===== config.mk =====
export PLATFORM = sky130hd
export DESIGN_NAME = alu_issue_seq
export DESIGN_NICKNAME = d
export VERILOG_FILES = /design/src/rtl/alu_issue_seq.sv
export SDC_FILE = /design/constraint.sdc
export NUM_CORES = 1
export LEC_CHECK = 0
export ABC_AREA = 1
export CAP_MARGIN = 40
export CORE_MARGIN = 10
export CORE_UTILIZATION = 40
export CTS_CLUSTER_SIZE = 24
export DETAILED_ROUTE_END_ITERATION = 10
export DONT_BUFFER_PORTS = 1
export PLACE_DENSITY_LB_ADDON = 0.2
export SKIP_CTS_REPAIR_TIMING = 1
export SLEW_MARGIN = 20
export SYNTH_ARGS = -nofsm -noshare
export SYNTH_HDL_FRONTEND = slang
export SYNTH_SLANG_ARGS = --single-unit

===== constraint.sdc =====
create_clock -name clk -period 2 [get_ports clk]
set_input_delay 0.4 -clock clk [delete_from_list [all_inputs] [get_ports clk]]
set_output_delay 0.4 -clock clk [all_outputs]
set_load 0.005 [all_outputs]

===== src/rtl/alu_issue_seq.sv =====
// Byte-stream instruction assembler and issue sequencer for the 16-bit ALU.
// Optional: ALU_ISSUE_SHAMT_CLAMP_EN clamps shl/shr amounts above 16 to 16.
module alu_issue_seq #(
  parameter int CNT_W = 16
) (
  input  logic             clk,
  input  logic             rst_n,
  input  logic [7:0]       in_data,
  input  logic             in_valid,
  output logic             in_ready,
  output logic             issue_valid,
  input  logic             issue_ready,
  output logic             inst_add,
  output logic             inst_sub,
  output logic             inst_test,
  output logic             inst_and,
  output logic             inst_or,
  output logic             inst_xor,
  output logic             inst_not,
  output logic             inst_shl,
  output logic             inst_shr,
  output logic [15:0]      rhs,
  output logic             illegal,
  output logic [CNT_W-1:0] retired,
  output logic             busy
);

  typedef enum logic [1:0] {
    S_OPCODE,
    S_IMM_LO,
    S_IMM_HI,
    S_ISSUE
  } state_t;

  state_t           r_state;
  state_t           w_next;
  logic [8:0]       r_strb;
  logic [15:0]      r_rhs;
  logic             r_illegal;
  logic [CNT_W-1:0] r_retired;

  logic       w_acc;
  logic       w_hs;
  logic [3:0] w_op;
  logic       w_long;
  logic       w_legal;
  logic       w_noopd;
  logic [8:0] w_dec;
  logic [8:0] w_strb;

  assign w_op    = in_data[7:4];
  assign w_long  = in_data[3];
  assign w_legal = (w_op <= 4'd8);
  assign w_noopd = (w_op == 4'd2) || (w_op == 4'd6);
  assign w_dec   = w_legal ? (9'd1 << w_op) : 9'd0;
  assign w_acc   = in_valid & in_ready;
  assign w_hs    = (r_state == S_ISSUE) & issue_ready;

  always_ff @(posedge clk or negedge rst_n) begin
    if (!rst_n) r_state <= S_OPCODE;
    else        r_state <= w_next;
  end

  always_comb begin
    w_next = r_state;
    unique case (r_state)
      S_OPCODE: begin
        if (w_acc && w_legal) begin
          if (w_noopd || !w_long) w_next = S_ISSUE;
          else                    w_next = S_IMM_LO;
        end
      end
      S_IMM_LO: if (w_acc) w_next = S_IMM_HI;
      S_IMM_HI: if (w_acc) w_next = S_ISSUE;
      S_ISSUE:  if (w_hs)  w_next = S_OPCODE;
      default:  w_next = S_OPCODE;
    endcase
  end

  always_ff @(posedge clk or negedge rst_n) begin
    if (!rst_n) begin
      r_strb    <= '0;
      r_rhs     <= '0;
      r_illegal <= 1'b0;
      r_retired <= '0;
    end else begin
      r_illegal <= 1'b0;
      if (w_acc && r_state == S_OPCODE) begin
        r_illegal <= ~w_legal;
        if (w_legal) begin
          r_strb <= w_dec;
          if (w_noopd)      r_rhs <= '0;
          else if (!w_long) r_rhs <= {13'd0, in_data[2:0]};
        end
      end
      if (w_acc && r_state == S_IMM_LO) r_rhs[7:0]  <= in_data;
      if (w_acc && r_state == S_IMM_HI) r_rhs[15:8] <= in_data;
      if (w_hs) begin
        r_strb    <= '0;
        r_retired <= r_retired + {{(CNT_W-1){1'b0}}, 1'b1};
      end
    end
  end

  assign in_ready    = (r_state != S_ISSUE);
  assign issue_valid = (r_state == S_ISSUE);
  assign busy        = (r_state != S_OPCODE);
  assign illegal     = r_illegal;
  assign retired     = r_retired;
  // Op is latched at opcode time; strobes only show once the issue is live.
  assign w_strb      = r_strb & {9{issue_valid}};

  assign inst_add  = w_strb[0];
  assign inst_sub  = w_strb[1];
  assign inst_test = w_strb[2];
  assign inst_and  = w_strb[3];
  assign inst_or   = w_strb[4];
  assign inst_xor  = w_strb[5];
  assign inst_not  = w_strb[6];
  assign inst_shl  = w_strb[7];
  assign inst_shr  = w_strb[8];

`ifdef ALU_ISSUE_SHAMT_CLAMP_EN
  logic w_shift;
  assign w_shift = r_strb[7] | r_strb[8];
  assign rhs = (w_shift && r_rhs > 16'd16) ? 16'd16 : r_rhs;
`else
  assign rhs = r_rhs;
`endif

endmodule


Word level (Yosys, flattened, before mapping)
Cells that the tools add are included.
{ "word_totals": {"register_bits": 44, "in_bits": 12, "output_inout_bits": 45, "wordCells": 60} }
{ "classes": {"add_sub_neg": 1, "magnitude_cmp": 1, "eq_ne": 12, "n_shift": 1, "n_mux": 16, "bitwise_logic": 4, "n_reduce_logical": 19} }
{ "op_table": {"columns": ["operator", "count"], "rows": [
  ["16-bit 2-to-1 mux", 4],
  ["9-bit 2-to-1 mux", 3],
  ["16-bit by 1-bit adder with 16-bit output, second input constant", 1],
  ["8-bit 2-to-1 mux", 2],
  ["2-bit nonzero test", 7],
  ["2-bit 2-to-1 mux", 5],
  ["9-bit AND", 1],
  ["1-bit by 4-bit << shifter with 9-bit output, first input constant", 1],
  ["2-bit != test, second input constant", 4],
  ["2-bit case mux with 4 select lines", 1],
  ["3-bit by 1-bit != test with 1-bit output, second input constant", 2],
  ["3-bit AND reduction", 2],
  ["2-bit equality test, second input constant", 2],
  ["4-bit by 2-bit equality test with 1-bit output, second input constant", 1],
  ["4-bit by 3-bit equality test with 1-bit output, second input constant", 1],
  ["4-bit less-or-equal comparator, second input constant", 1],
  ["1-bit logical AND", 4],
  ["4-bit AND reduction", 1],
  ["1-bit AND", 2],
  ["2-bit by 1-bit equality test with 1-bit output, second input constant", 1],
  ["2-bit logical NOT", 1],
  ["1-bit logical OR", 2],
  ["2-bit by 1-bit != test with 1-bit output, second input constant", 1],
  ["2-bit AND reduction", 1],
  ["3 further kinds", 3]
]} }

Logic depth before layout (Yosys ltp)
{ "logic_depth": {"ltp_word": 6, "mapped_depth": 9, "mapped_depth_nobuf": 9} }

Worst setup path before layout
OpenSTA, ideal clock, no wires.
{ "synth_timing": {"kind": "reg-to-reg", "start": "reg r_state[0]", "end": "reg r_rhs[3], in the netlist rhs[3]", "setup_time_ps": 117, "t_arrival_ps": 1390, "required_ps": 1883, "slack_ps": 493, "path_stages_with_launch": 9, "n_path_buf": 1, "period_less_slack_ps": 1507, "path_cell_list": "dfrtp_1 ha_1 inv_2 nand2_2 nor2_4 nand3_4 buf_8 nand3_2 nand2_1"} }
{ "synth_via": {"elab_chain_len": 5, "elab_cells_between_ends": 11, "classes_between": "3 x eq/ne; 1 x mux; 1 x bitwise; 6 x reduce/logical"} }
{ "synth_lines": {"columns": ["element", "line_no", "rtl"], "rows": [
  ["from (decl)", "35", "state_t r_state;"],
  ["from (signal assigned)", "61", "else r_state <= w_next;"],
  ["2-bit != test (*)", "105", "assign in_ready = (r_state != S_ISSUE);"],
  ["net in_ready", "10", "output logic in_ready,"],
  ["1-bit AND (*)", "56", "assign w_acc = in_valid & in_ready;"],
  ["1-bit logical AND, on equally long branches", "96, 88", null],
  ["3-bit by 1-bit != test with 1-bit output (no line) or 2-bit nonzero test (tied branches)", null, null],
  ["3-bit AND reduction (no line)", null, null],
  ["to (signal assigned)", "93", "else if (!w_long) r_rhs <= {13'd0, in_data[2:0]};"],
  ["to (signal assigned)", "96", "if (w_acc && r_state == S_IMM_LO) r_rhs[7:0] <= in_data;"],
  ["to (decl)", "38", "logic [15:0] r_rhs;"]
]} }
The timed path passes the listed nets; every way through them passes the cells marked *.
A chain may end at the register's enable or synchronous reset.

Final worst setup path
{ "layout_timing": {"start": "reg r_state[1]", "end": "out inst_xor"} }
{ "layout_via": {"elab_chain_len": 2} }
{ "layout_lines": {"columns": ["element", "line_no", "rtl"], "rows": [
  ["2-bit equality test", "106", "assign issue_valid = (r_state == S_ISSUE);"],
  ["9-bit AND", "111", "assign w_strb = r_strb & {9{issue_valid}};"],
  ["to (decl)", "18", "output logic inst_xor,"]
]} }
Every way passes these cells.

==> impl_metrics.tcl <==
set metrics [dict create \
    ys_warn_count 0 \
    synth_top_family_by_area "simple AND/OR/NAND/NOR gates" \
    synth-xor-area-share_pct 3.73 \
    place_area_um2 2420 \
    num_io_pins 57 \
    status "finished clean" \
    setup_slack_ns 0.272 \
    vdd_ir_drop_max_uv 440 \
    met1_usage_pct 13.3 \
    cp_data_arrival_time_ns 1.33 \
    busiest_layer "met2" \
    dieArea_um2 9330 \
    vias_per_cell 4.70 \
    htreeDepth 2 \
    fillers 596 \
    setup_viol 0 \
    fin_area_um2 2560 \
    ys_seq_area_share_pct 46.9 \
    cp-end-kind "primary output" \
    synth_edf_count 0 \
    fmax_mhz 579 \
    crit_chain "ha_1 -> buf_4 -> nand2_1 -> inv_1" \
    gp_congestion 0.765 \
    final_hold_viol_count 0 \
    maxSlewHeadroom_pct 79.8 \
    met2_usage_pct 16.5 \
    final.period_utilization_pct 86.4 \
    num_vias 1674 \
    drive_above_1_share_pct 15.8 \
    tns_ns 0 \
    crit_fanout 10 \
    remaining_drc_errors 0 \
    clk_pin_slew_ns 0.09 \
    io_buffer_count 0 \
    antenna_found_initial 0 \
    grt_use_met3_pct 6.17 \
    async_reset_ff_share_pct 100 \
    avgSynthCellArea_um2 8.54 \
    critPathLaunchType "flop" \
    grt_use_total_pct 11.0 \
    period_needed_ns 1.73 \
    drt_wl_total_um 5240 \
    ys_ff_latch 44 \
    synth_nets 294 \
    rsz0062_at_grt "no" \
    grt_max_degree 45 \
    finClkSkew_ns 0.00375 \
    synthCells 275 \
    root_buffer "clkbuf_8" \
    synth-simple-area-share_pct 36.9 \
    row_count 27 \
    chipHeight_um 96.6 \
    cts.sinks 44 \
    hp-class "primary input to flop" \
    cts_tree "yes" \
    slew_viol_final 0 \
    place_inst 346 \
    instances_no_fill 356 \
    cts_made_buffers 5 \
    p_leak_nw 1.41 \
    cp_top_family "flip-flops" \
    wl_per_cell_um 14.7 \
    start_util_pct 41.9 \
    synth_mux_area_share_pct 0 \
    syn2layout_area_growth_pct 9.22 \
    place_ws_ns 0.309 \
    slowest_delay_ns 0.42 \
    slowest_stage "dfrtp_1" \
    netlist_area_um2 2350 \
    powerDensity_nw_per_um2 1150 \
    crit_type "flop to primary output" \
    critPathRequiredTime_ns 1.60 \
    cp_num_buf_inv 2 \
    yosysUniqueCellTypes 24 \
    synth_adder_area_share_pct 3.73 \
    final_antenna_net_count 0 \
    grt_pass1_vias 1622 \
    clockBufferDepth 2 \
    cap_violations 0 \
    max_slew.worst_pin.slew_ns 0.302 \
    nNetsFinal 302 \
    coreArea_um2 5610 \
    grt_overflow_total 0 \
    synth_compound_area_share_pct 1.39 \
    hpwl_um 3920 \
    grt_pass1_wl_um 8670 \
    die_x_um 96.6 \
    power_mw 2.94 \
    drt_first_pass_iters 6 \
    clk_latency_ns 0.29 \
    drtIter0Drc 30 \
    synth_ff_type "dfrtp_1" \
    diodes 0 \
]
[synth_stat cells (2+ instances only)]
| master | instances | area share [%] |
|---|---|---|
| nand4_1 | 4 | 1.1 |
| nand2_1 | 94 | 15 |
| nor3_1 | 3 | 0.64 |
| nor2_2 | 4 | 1.1 |
| nand2_4 | 2 | 0.96 |
| inv_1 | 34 | 5.4 |
| xnor2_1 | 4 | 1.5 |
| dfrtp_1 | 44 | 47 |
| nand3_1 | 22 | 4.7 |
| nor2_1 | 15 | 2.4 |
| nor2_4 | 6 | 2.9 |
| inv_2 | 5 | 0.80 |
| nand3_4 | 3 | 2.2 |
| xor2_1 | 6 | 2.2 |
| nand3_2 | 10 | 4.3 |
| ha_1 | 7 | 3.7 |
| nand2_2 | 5 | 1.3 |
[cell type report]
type / count / area, um^2 / share of cell area (%)
Clock buffer: 6 / 72.6 / 2.83
Clock inverter: 2 / 35.0 / 1.37
Inverter: 39 / 146 / 5.71
Multi-Input combinational cell: 190 / 1070 / 41.9
Sequential cell: 44 / 1100 / 42.9
Tap cell: 72 / 90.1 / 3.51
Timing Repair Buffer: 3 / 45.0 / 1.76
[per-stage QoR]
stage	hold WS, ns	util, %
after global placement	0.106	43.1
after floorplan	0.104	-
after detailed placement	0.106	43.1
final	0.218	45.7
after CTS	-0.222	45.0
after global routing	0.204	45.7
[cell families (layout without fill, tap and decap cells)]
| family | Yosys count | in the layout |
|---|---|---|
| AO/OA/AOI/OAI | 4 | 4 |
| AND/OR/NAND/NOR | 169 | 169 |
| XOR/XNOR | 10 | 10 |
| buffers and inverters | 41 | 50 |
| adder cells (fa/ha/maj) | 7 | 7 |
| flip-flops | 44 | 44 |
[registers in the layout, summed over array words and instances (netlist names)]
signal   count
r_state      2
r_strb       9
retired     16
rhs         16
illegal      1
[layout by cell type, fill, tap and decap left out, types with 2 or more instances in the layout]
master / instances
xnor2_1: 4
nand2_1: 94
nand3_4: 3
dfrtp_1: 44
xor2_1: 6
inv_1: 34
nor2_1: 15
nor3_1: 3
nor2_2: 4
ha_1: 7
nand3_1: 22
nand2_2: 5
nand2_4: 2
nand4_1: 4
clkbuf_8: 5
inv_2: 5
nor2_4: 6
nand3_2: 10
[where the power goes]
part / switching, mW / internal (mW) / leakage, nW
Clock: 0.306 / 0.371 / 0.0552
Sequential: 0.247 / 1.14 / 0.579
Combinational: 0.554 / 0.325 / 0.780
Total: 1.11 / 1.83 / 1.41
[routing by layer]
| metal | vias to the layer above | wire length, um |
|---|---|---|
| met5 | - | 0 |
| met4 | 0 | 31 |
| met3 | 2 | 544 |
| met2 | 46 | 2310 |
| met1 | 761 | 2350 |
| li1 | 865 | - |
[path summary, 6_finish.rpt]
path	startpoint	endpoint	slack, ns	depth (start not counted)
max in group asynchronous	rst_n	retired[2]$_DFFE_PN0P_	1.18	2
setup / recovery	r_state[1]$_DFFE_PN0P_	inst_xor	0.27	4
hold / removal	in_data[7]	rhs[7]$_DFFE_PN0P_	0.22	2
hold reg to reg	r_strb[6]$_DFFE_PN0P_	r_strb[6]$_DFFE_PN0P_	0.49	2
min in group asynchronous	rst_n	rhs[1]$_DFFE_PN0P_	0.61	2
setup reg to reg	r_state[0]$_DFFE_PN0P_	rhs[0]$_DFFE_PN0P_	0.30	8
Note: power is estimated with default switching activity, not from simulation.
